File: src/rtl/vga_timing_core.sv
// vga_timing_core: raster counters, sync, display-enable, pixel tick and
// one-clock event strobes for a parameterised VGA timing generator.
// Optional macro FRAME_COUNT_EN adds the 8-bit frame_count output.
// Every output is registered from the *next* counter values so decodes
// line up with hpos/vpos on the same clock (no extra latency).
module vga_timing_core #(
  parameter int H_DISPLAY = 640,
  parameter int H_FRONT   = 16,
  parameter int H_SYNC    = 96,
  parameter int H_BACK    = 48,
  parameter int V_DISPLAY = 480,
  parameter int V_FRONT   = 10,
  parameter int V_SYNC    = 2,
  parameter int V_BACK    = 33,
  parameter int HSYNC_POL = 0,
  parameter int VSYNC_POL = 0,
  parameter int CLK_DIV   = 1
) (
  input  logic       clk,
  input  logic       rst,
  output logic       pix_tick,
  output logic [9:0] hpos,
  output logic [9:0] vpos,
  output logic       display_on,
  output logic       hsync,
  output logic       vsync,
  output logic       line_start,
  output logic       frame_start,
  output logic       vblank_start
`ifdef FRAME_COUNT_EN
  ,
  output logic [7:0] frame_count
`endif
);

  localparam int H_TOTAL = H_DISPLAY + H_FRONT + H_SYNC + H_BACK;
  localparam int V_TOTAL = V_DISPLAY + V_FRONT + V_SYNC + V_BACK;

  // Counters are 10 bits wide and the divider 4 bits wide.
  if (H_TOTAL > 1024 || V_TOTAL > 1024) begin : g_bad_total
    $error("vga_timing_core: H_TOTAL/V_TOTAL exceed 10-bit counter range");
  end
  if (CLK_DIV < 1 || CLK_DIV > 15) begin : g_bad_div
    $error("vga_timing_core: CLK_DIV must be in 1..15");
  end

  localparam logic [9:0]  H_LAST   = 10'(H_TOTAL - 1);
  localparam logic [9:0]  V_LAST   = 10'(V_TOTAL - 1);
  // 11-bit bounds so a sync window ending exactly at 1024 still compares correctly.
  localparam logic [10:0] H_DISP_C = 11'(H_DISPLAY);
  localparam logic [10:0] HS_BEG   = 11'(H_DISPLAY + H_FRONT);
  localparam logic [10:0] HS_END   = 11'(H_DISPLAY + H_FRONT + H_SYNC);
  localparam logic [10:0] V_DISP_C = 11'(V_DISPLAY);
  localparam logic [10:0] VS_BEG   = 11'(V_DISPLAY + V_FRONT);
  localparam logic [10:0] VS_END   = 11'(V_DISPLAY + V_FRONT + V_SYNC);
  localparam logic [3:0]  DIV_LAST = 4'(CLK_DIV - 1);
  localparam logic        HS_ACT   = (HSYNC_POL != 0);
  localparam logic        VS_ACT   = (VSYNC_POL != 0);

  logic [3:0]  div;
  logic        adv;
  logic [9:0]  h_nxt;
  logic [9:0]  v_nxt;
  logic [10:0] hx;
  logic [10:0] vx;
  logic        col0;
  logic        fs_nxt;

  assign adv    = (div == DIV_LAST);
  assign hx     = {1'b0, h_nxt};
  assign vx     = {1'b0, v_nxt};
  assign col0   = (h_nxt == 10'd0);
  assign fs_nxt = adv && col0 && (v_nxt == 10'd0);

  // Next raster position, assuming this edge is an advance edge.
  always_comb begin
    h_nxt = hpos + 10'd1;
    v_nxt = vpos;
    if (hpos == H_LAST) begin
      h_nxt = 10'd0;
      v_nxt = (vpos == V_LAST) ? 10'd0 : vpos + 10'd1;
    end
  end

  // Divider, counters and all registered decodes.
  always_ff @(posedge clk or posedge rst) begin
    if (rst) begin
      div          <= 4'd0;
      hpos         <= H_LAST;
      vpos         <= V_LAST;
      pix_tick     <= 1'b0;
      display_on   <= 1'b0;
      hsync        <= ~HS_ACT;
      vsync        <= ~VS_ACT;
      line_start   <= 1'b0;
      frame_start  <= 1'b0;
      vblank_start <= 1'b0;
    end else begin
      div          <= adv ? 4'd0 : div + 4'd1;
      pix_tick     <= adv;
      // Strobes live only in the tick cycle, so they stay one clk wide.
      line_start   <= adv && col0;
      frame_start  <= fs_nxt;
      vblank_start <= adv && col0 && (vx == V_DISP_C);
      if (adv) begin
        hpos       <= h_nxt;
        vpos       <= v_nxt;
        display_on <= (hx < H_DISP_C) && (vx < V_DISP_C);
        hsync      <= (hx >= HS_BEG && hx < HS_END) ? HS_ACT : ~HS_ACT;
        vsync      <= (vx >= VS_BEG && vx < VS_END) ? VS_ACT : ~VS_ACT;
      end
    end
  end

`ifdef FRAME_COUNT_EN
  logic first_done;

  // Count completed frames; the frame_start right after reset opens frame 0.
  always_ff @(posedge clk or posedge rst) begin
    if (rst) begin
      frame_count <= 8'd0;
      first_done  <= 1'b0;
    end else if (fs_nxt) begin
      if (first_done) frame_count <= frame_count + 8'd1;
      first_done <= 1'b1;
    end
  end
`endif

endmodule

File: config.mk
export PLATFORM = sky130hd
export DESIGN_NAME = vga_timing_core
export DESIGN_NICKNAME = d
export VERILOG_FILES = /design/src/rtl/vga_timing_core.sv
export SDC_FILE = /design/constraint.sdc
export NUM_CORES = 1
export LEC_CHECK = 0
export BUFFER_PORTS_ARGS = -buffer_cell sky130_fd_sc_hd__buf_4
export CELL_PAD_IN_SITES_DETAIL_PLACEMENT = 0
export CELL_PAD_IN_SITES_GLOBAL_PLACEMENT = 1
export CORE_MARGIN = 2
export CORE_UTILIZATION = 44
export DETAILED_ROUTE_END_ITERATION = 7
export MAX_ROUTING_LAYER = met4
export PLACE_DENSITY = 0.85
export SKIP_LAST_GASP = 1
export SLEW_MARGIN = 5
export SYNTH_ARGS = -nofsm -noshare
export SYNTH_HDL_FRONTEND = slang
export SYNTH_SLANG_ARGS = --single-unit
File: constraint.sdc
create_clock -name clk -period 2.6 [get_ports clk]
set_clock_uncertainty 0.1 [all_clocks]
set_input_delay 0.13 -clock clk [delete_from_list [all_inputs] [get_ports clk]]
set_output_delay 0.13 -clock clk [all_outputs]
set_load 0.03 [all_outputs]
# Word-level counts from Yosys, hierarchy flattened
# Cells that the tools add are included.
[totals] ff_bits=31 elab_cells=37
[op_classes] add_sub_neg=3 order_cmp=6 n_eq_ne=3 mux=6 n_reduce_logical=9
[ops] op="10-bit two-way mux" n=3
[ops] op="10-bit by 1-bit adder with 10-bit output, second input constant" n=2
[ops] op="10-bit == test, second input constant" n=2
[ops] op="10-bit logical NOT" n=2
[ops] op="10-bit less-than comparator, second input constant" n=2
[ops] op="10-bit by 9-bit less-than comparator with 1-bit output, second input constant" n=2
[ops] op="10-bit by 9-bit == test with 1-bit output, second input constant" n=1
[ops] op="10-bit greater-or-equal comparator, second input constant" n=1
[ops] op="10-bit by 9-bit greater-or-equal comparator with 1-bit output, second input constant" n=1
[ops] op="1-bit logical AND" n=6
[ops] op="4-bit by 1-bit adder with 4-bit output, second input constant" n=1
[ops] op="4-bit logical NOT" n=1
[ops] op="4-bit two-way mux" n=1
[ops] op="1-bit two-way mux" n=2

# Logic depth before layout (Yosys ltp)
# Gate-level depths: netlist of the first run.
[depth] word_depth=6 mapped_depth=10 ltp_nobuf=8

# Least setup slack after synthesis of the first run
# OpenSTA, ideal clock, no wires.
[synth_path] kind="register -> register" startpoint="register hpos[0]" endpoint="register vblank_start" arrival_time_ns=2.372 t_required_ns=2.432 setup_slack_ns=0.060 stages_incl_launch_ff=10 path_buffers=2 period_less_slack_ns=2.540 path_cell_list="dfstp_2 ha_1 and4_4 buf_6 and4b_1 buf_4 nand2_1 xor2_1 nor4b_2 and4_1"
[synth_via] elab_chain_len=5 word_cells_on_any_way=8
[synth_lines] element="start, declared" line_no="22" text="output logic [9:0] hpos,"
[synth_lines] element="start signal, assigned" line_no="106" text="hpos <= h_nxt;"
[synth_lines] element="10-bit by 1-bit adder with 10-bit output or 10-bit == test (tied branches)" line_no="77, 79"
[synth_lines] element="10-bit two-way mux" line_no="79" text="if (hpos == H_LAST) begin"
[synth_lines] element="10-bit logical NOT" line_no="72" text="assign col0 = (h_nxt == 10'd0);"
[synth_lines] element="1-bit logical AND" line_no="104" text="vblank_start <= adv && col0 && (vx == V_DISP_C);"
[synth_lines] element="1-bit logical AND *" line_no="104"
[synth_lines] element="end signal, assigned" line_no="104"
[synth_lines] element="end, declared" line_no="29" text="output logic vblank_start"
# Mark *: on every way between the ends. The rest lies on a longest branch, timed or not.
# A chain may end at the register's enable or synchronous reset.

# Worst setup path after layout of the first run
[layout_path] startpoint="register hpos[0]" endpoint="register frame_start"
[layout_via] elab_chain_len=5 word_cells_on_any_way=8
[layout_lines] element="10-bit by 1-bit adder with 10-bit output or 10-bit == test (tied branches)" line_no="77, 79"
[layout_lines] element="10-bit two-way mux" line_no="79"
[layout_lines] element="10-bit logical NOT" line_no="72"
[layout_lines] element="1-bit logical AND" line_no="73" text="assign fs_nxt = adv && col0 && (v_nxt == 10'd0);"
[layout_lines] element="1-bit logical AND *" line_no="73"
[layout_lines] element="named net fs_nxt" line_no="67" text="logic fs_nxt;"
[layout_lines] element="end signal, assigned" line_no="103" text="frame_start <= fs_nxt;"
[layout_lines] element="end, declared" line_no="28" text="output logic frame_start,"
# Mark *: on every way through the listed nets, which the timed path passes. The rest lies on a longest branch.

==> results of run 1 <==
==> flip-flops by register name, summed over array words and instances (netlist names) <==
name and flops:
div 4, hsync 1, display_on 1, hpos 10, vpos 10, line_start 1, pix_tick 1, vblank_start 1
vsync 1, frame_start 1
==> worst paths after layout <==
kind | startpoint | to | slack (ns) | cells after the start
max | hpos[0] | frame_start | 0.15 | 7
min | rst | vpos[5] | 0.38 | 4
max reg2reg | hpos[0] | frame_start | 0.15 | 7
min reg2reg | div[3] | div[3] | 0.39 | 1
max in group asynchronous | rst | hpos[9] | 1.68 | 4
min in group clk | div[3] | div[3] | 0.39 | 1
==> power breakdown <==
part           leakage (nW)  total, mW  internal, mW  switching (mW)
clock network        0.0612      0.501         0.310           0.191
registers             0.375      0.483         0.483               0
logic                 0.632     0.0128       0.00302         0.00980
total                  1.07      0.997         0.796           0.201
==> layout by cell type (no fill, tap or decap), drive strengths merged, types with 3 or more instances in the layout <==
cell type	Yosys	routed
nand2	23	23
inv	7	7
a21oi	13	13
and2	4	4
dfrtp	19	19
xnor2	11	11
xor2	7	7
nor2	22	22
and4	4	4
o31ai	3	3
dfstp	12	12
nor3	3	3
and3	3	3
a31oi	3	3
buf	15	40
o211ai	3	3
o21ai	10	10
clkbuf	2	6
ha	6	6
nand4	6	6
nand3	13	13
==> cells by family after synthesis <==
logic type / after synthesis
adders and majority gates: 7
buffers and inverters: 25
xor gates and xnor gates: 18
DFF: 31
and+or+nand+nor: 96
AOI/OAI and AO/OA: 49
==> repair_timing <==
action                                  in CTS  in global routing
endpoints found under the setup margin       0                  4
hold buffers                                 1                  0
endpoints found under the hold margin       19                  0
gates resized for setup                      0                  2
==> worst min-delay path: cells and delay by family <==
kind,cells,cell delay (ns)
buf+inv,4,1.06
==> metal layers <==
layer | vias up | wire length (um) | global-route usage (%)
li1 | 873 | - | -
met1 | 874 | 2340 | 27.5
met2 | 53 | 2260 | 30.5
met3 | 9 | 238 | 3.18
met4 | 0 | 78 | 7.00
met5 | - | 0 | -
==> area by class of cell <==
cell class | instances | area (um2)
clock inverter | 2 | 35.0
timing repair buffer | 41 | 310
fill | 430 | 1990
inverter | 8 | 30.0
sequential | 31 | 791
multi-input combinational | 170 | 1140
tap | 52 | 65.1
clock buffer | 6 | 82.6
==> stage by stage <==
step | hold slack (ns) | util (%) | std cells
3_3_place_gp | 0.136 | 52.2 | 301
2_1_floorplan | 0.125 | - | 226
5_1_grt | 0.424 | 55.3 | 310
3_5_place_dp | 0.144 | 52.2 | 301
4_1_cts | 0.382 | 55.0 | 310
6_report | 0.379 | 55.3 | 310
==> impl_metrics.env, run 1 <==
export IMPL_status="finished clean"
export IMPL_synth_top_cells_by_area="dfrtp_1 (23%), dfstp_2 (15%), xnor2_1 (4.6%), nand2_1 (4.2%), nor2_1 (4.0%)"
export IMPL_synth_net_count=234
export IMPL_nNetsFinal=265
export IMPL_final_cell_area_mm2=0.00246
export IMPL_rsz0062_at_grt="no"
export IMPL_clkSinkCount=31
export IMPL_rows=24
export IMPL_synth_top_cell_by_area="dfrtp_1"
export IMPL_cts_buffer_depth=2
export IMPL_grtUsageTotal_pct=20.2
export IMPL_drc_errors=0
export IMPL_root_buffer="clkbuf_8"
export IMPL_tightest_slew_ns=0.530
export IMPL_drt_pass1_iterations=4
export IMPL_synth_edf_count=0
export IMPL_worst_slack_ns=0.145
export IMPL_synth_seq_area_share_pct=38.1
export IMPL_coreArea_mm2=0.00444
export IMPL_post_cts_buffers=0
export IMPL_path_class="flop to flop"
export IMPL_grt_max_degree=32
export IMPL_crit_buf_inv=0
export IMPL_end_kind="flop"
export IMPL_vdd_drop_max_uv=161
export IMPL_clkLatencyLatePin_ns=0.29
export IMPL_synth_xor_area_share_pct=7.60
export IMPL_area_growth_pct=18.4
export IMPL_power_uw=997
export IMPL_cpPeakStageDelay_ns=0.53
export IMPL_overflow=0
export IMPL_synth_top_family_by_area="simple AND/OR/NAND/NOR gates"
export IMPL_drive_gt1_share_pct=27.9
export IMPL_n_antenna_cell=0
export IMPL_worstPathRequired_ns=2.72
export IMPL_crit_slowest_cell="dfstp_2"
export IMPL_synthMuxAreaShare_pct=0
export IMPL_synth_common_cells="nand2_1 (23), nor2_1 (22), dfrtp_1 (19), nand3_1 (13)"
export IMPL_dpl_worst_slack_ns=0.0729
export IMPL_drt_iter0_markers=211
export IMPL_finalCriticalPeriod_ns=2.45
export IMPL_ioPinCount=29
export IMPL_avgSynthCellArea_um2=9.18
export IMPL_synthFlopType="dfrtp_1"
export IMPL_max_freq_ghz=0.407
export IMPL_routed_via_density=5.84
export IMPL_dpl_cell_area_mm2=0.00232
export IMPL_htreeDepth=2
export IMPL_start_util_pct=46.7
export IMPL_powerDensity_mw_per_mm2=406
export IMPL_yosysTopAreaCellShare_pct=22.9
export IMPL_path_cells="ha_1, and4_4, o21ai_0, a211o_1, nor4_4, o2111a_1, and4_1"
export IMPL_setup_tns_ns=0
export IMPL_period_share_pct=94.4
export IMPL_die_w_um=72.7
export IMPL_ant_nets=0
export IMPL_leakagePower_nw=1.07
export IMPL_hp_class="input pin to async pin"
export IMPL_grt_pass1_wl_mm=8.16
export IMPL_critPathLaunchType="flop"
export IMPL_maxSlewHeadroom_pct=64.4
export IMPL_syn_area_mm2=0.00207
export IMPL_async_reset_ff_share_pct=100
export IMPL_gp_congestion=0.841
export IMPL_die_h_um=72.7
export IMPL_synth_simple_area_share_pct=26.9
export IMPL_postSynthCellCount=226
export IMPL_wirelength_mm=4.91
export IMPL_final_hold_violation_count=0
export IMPL_cap_violations=0
export IMPL_vias=1809
export IMPL_wl_per_cell_um=15.9
export IMPL_cts_buffers=5
export IMPL_synth_most_common_cell="nand2_1"
export IMPL_synth_compound_area_share_pct=16.0
export IMPL_synthAdderAreaFrac_pct=4.10
export IMPL_cts_tree="built"
export IMPL_cts_reportedPaths_clkPinSlew_ns=0.07
export IMPL_synth_warnings=0
export IMPL_slew_viol_final=0
export IMPL_cpLargestDelayFamily="simple AND/OR/NAND/NOR gates"
export IMPL_ys_types=61
export IMPL_cp_arrival_ns=2.58
export IMPL_finalSetupViolations=0
export IMPL_grt_pass1_vias=1719
export IMPL_die_area_mm2=0.00528
export IMPL_ys_ff_latch=31
export IMPL_dpl_hpwl_mm=3.50
export IMPL_io_buffers=28
export IMPL_cp_max_fo=6
export IMPL_antenna_found_initial=0
Note: power is estimated with default switching activity, not from simulation.
==> run 2, diff against run 1 <==
--- a/config.mk
+++ b/config.mk
@@ -5,7 +5,7 @@
 export SDC_FILE = /design/constraint.sdc
 export NUM_CORES = 1
 export LEC_CHECK = 0
-export BUFFER_PORTS_ARGS = -buffer_cell sky130_fd_sc_hd__buf_4
+export BUFFER_PORTS_ARGS = -buffer_cell sky130_fd_sc_hd__buf_2
 export CELL_PAD_IN_SITES_DETAIL_PLACEMENT = 0
 export CELL_PAD_IN_SITES_GLOBAL_PLACEMENT = 1
 export CORE_MARGIN = 2
==> run 2 against run 1 <==
Compared with the run above: the flow now finishes with violations (negative hold slack); sequential power about the same; first-iteration DRC count decreased by 41%; sequential share of layout area increased by 0.47 points; routed wire length increased by 1.7%; via count increased by 2.0%; critical endpoint is now vblank_start; largest cell class unchanged; largest power group unchanged; highest routed layer unchanged.
==> impl_metrics.env, run 2 (synthesized netlist as in run 1, its figures left out) <==
export IMPL_worstPathRequired_ns=2.72
export IMPL_end_kind="flop"
export IMPL_die_area_mm2=0.00528
export IMPL_grt_pass1_vias=1699
export IMPL_powerDensity_mw_per_mm2=410
export IMPL_final_hold_violation_count=19
export IMPL_gp_congestion=0.846
export IMPL_drt_pass1_iterations=4
export IMPL_ant_nets=0
export IMPL_cts_tree="built"
export IMPL_io_buffers=28
export IMPL_coreArea_mm2=0.00444
export IMPL_drc_errors=0
export IMPL_die_h_um=72.7
export IMPL_clkLatencyLatePin_ns=0.28
export IMPL_cts_buffers=5
export IMPL_wl_per_cell_um=15.9
export IMPL_grtUsageTotal_pct=21.3
export IMPL_drive_gt1_share_pct=30.2
export IMPL_rows=24
export IMPL_cp_arrival_ns=2.60
export IMPL_period_share_pct=95.6
export IMPL_cap_violations=0
export IMPL_path_class="flop to flop"
export IMPL_rr_worst_depth=8
export IMPL_leakagePower_nw=1.08
export IMPL_ioPinCount=29
export IMPL_vias=1846
export IMPL_clkSinkCount=31
export IMPL_grt_pass1_wl_mm=8.54
export IMPL_critPathLaunchType="flop"
export IMPL_cts_reportedPaths_clkPinSlew_ns=0.07
export IMPL_dp_cells=304
export IMPL_drt_iter0_markers=124
export IMPL_maxSlewHeadroom_pct=33.5
export IMPL_vdd_drop_max_uv=205
export IMPL_hp_class="input pin to async pin"
export IMPL_rsz0062_at_grt="no"
export IMPL_antenna_found_initial=0
export IMPL_nNetsFinal=269
export IMPL_routed_via_density=5.88
export IMPL_root_buffer="clkbuf_8"
export IMPL_area_growth_pct=16.7
export IMPL_n_antenna_cell=0
export IMPL_max_freq_ghz=0.402
export IMPL_wirelength_mm=5.00
export IMPL_stdcell_count=314
export IMPL_grt_max_degree=26
export IMPL_status="complete, but fails checks"
export IMPL_setup_tns_ns=0
export IMPL_finalSetupViolations=0
export IMPL_top_regs="hpos (10), vpos (10), div (4)"
export IMPL_start_util_pct=46.7
export IMPL_htreeDepth=2
export IMPL_tightest_slew_ns=0.996
export IMPL_dpl_hpwl_mm=3.54
export IMPL_postCtsHoldBufs=0
export IMPL_cp_max_fo=6
export IMPL_failed_checks="negative hold slack"
export IMPL_die_w_um=72.7
export IMPL_holdWs_ns=-0.0245
export IMPL_cts_buffer_depth=2
export IMPL_mostFrequentLayoutCells="buf_2 (28), nand2_1 (23), nor2_1 (22)"
export IMPL_mostFrequentLayoutCell="buf_2"
export IMPL_slew_viol_final=0
export IMPL_finalCriticalPeriod_ns=2.49
export IMPL_overflow=0
-- run 2: cell types whose count changed in the layout (fill, tap and decap cells not counted), sizes merged --
| cell | delta |
|---|---|
| dlygate4sd3 | -1 |
| buf | +5 |
-- run 2: cell type report --
class                   count  area, um2
clock buffers               6       82.6
clock inverters             2       35.0
inverters                   8       30.0
well taps                  52       65.1
flip-flops and latches     31        791
repair buffers             45        268
multi-input cells         170       1150
fillers                   431       2020
-- run 2: per-layer routing --
metal | up-vias | wire (um) | global-route usage, %
li1 | 882 | - | -
met1 | 918 | 2450 | 29.8
met2 | 41 | 2310 | 31.6
met3 | 5 | 182 | 3.87
met4 | 0 | 53 | 6.38
met5 | - | 0 | -
-- run 2: final timing paths --
check	start	to	slack (ns)
min in group clk	div[3]	div[3]	0.38
hold / removal	rst	vpos[6]	-0.02
setup / recovery	hpos[0]	vblank_start	0.11
setup reg to reg	hpos[0]	vblank_start	0.11
max in group asynchronous	rst	hpos[4]	1.69
hold reg to reg	div[3]	div[3]	0.38
-- run 2: timing repair --
action                     in CTS  in global routing
gates resized for setup         0                  4
setup buffers                   0                  2
setup endpoints to repair       0                  6
-- run 2: power breakdown --
part | switching, mW | leakage (nW) | internal [mW] | total, mW
Combinational | 0.00989 | 0.641 | 0.00254 | 0.0124
Clock | 0.188 | 0.0612 | 0.310 | 0.498
Sequential | 0 | 0.375 | 0.483 | 0.483
Total | 0.198 | 1.08 | 0.796 | 0.993
-- run 2: through the flow --
| stage | hold slack [ns] | instance area, um2 | util, % | setup WS (ns) | total power [mW] |
|---|---|---|---|---|---|
| 2_1_floorplan | 0.125 | 2070 | - | 0.0599 | 0.498 |
| 3_3_place_gp | 0.286 | 2270 | 51.1 | 0.156 | 0.504 |
| 3_5_place_dp | 0.308 | 2270 | 51.1 | 0.0688 | 0.505 |
| 4_1_cts | 0.00262 | 2390 | 53.7 | 0.0450 | 1.00 |
| 5_1_grt | 0.0549 | 2420 | 54.5 | 0.00216 | 1.03 |
| 6_report | -0.0245 | 2420 | 54.5 | 0.113 | 0.993 |
-- run 2: critical path, stage by stage, from the launching register on --
cell and delay (ns):
dfstp_2 0.53, ha_2 0.22, and4_4 0.29, and4b_2 0.33, buf_4 0.14, nand3_1 0.08, xor2_1 0.18, nor4b_4 0.30
and4_1 0.24
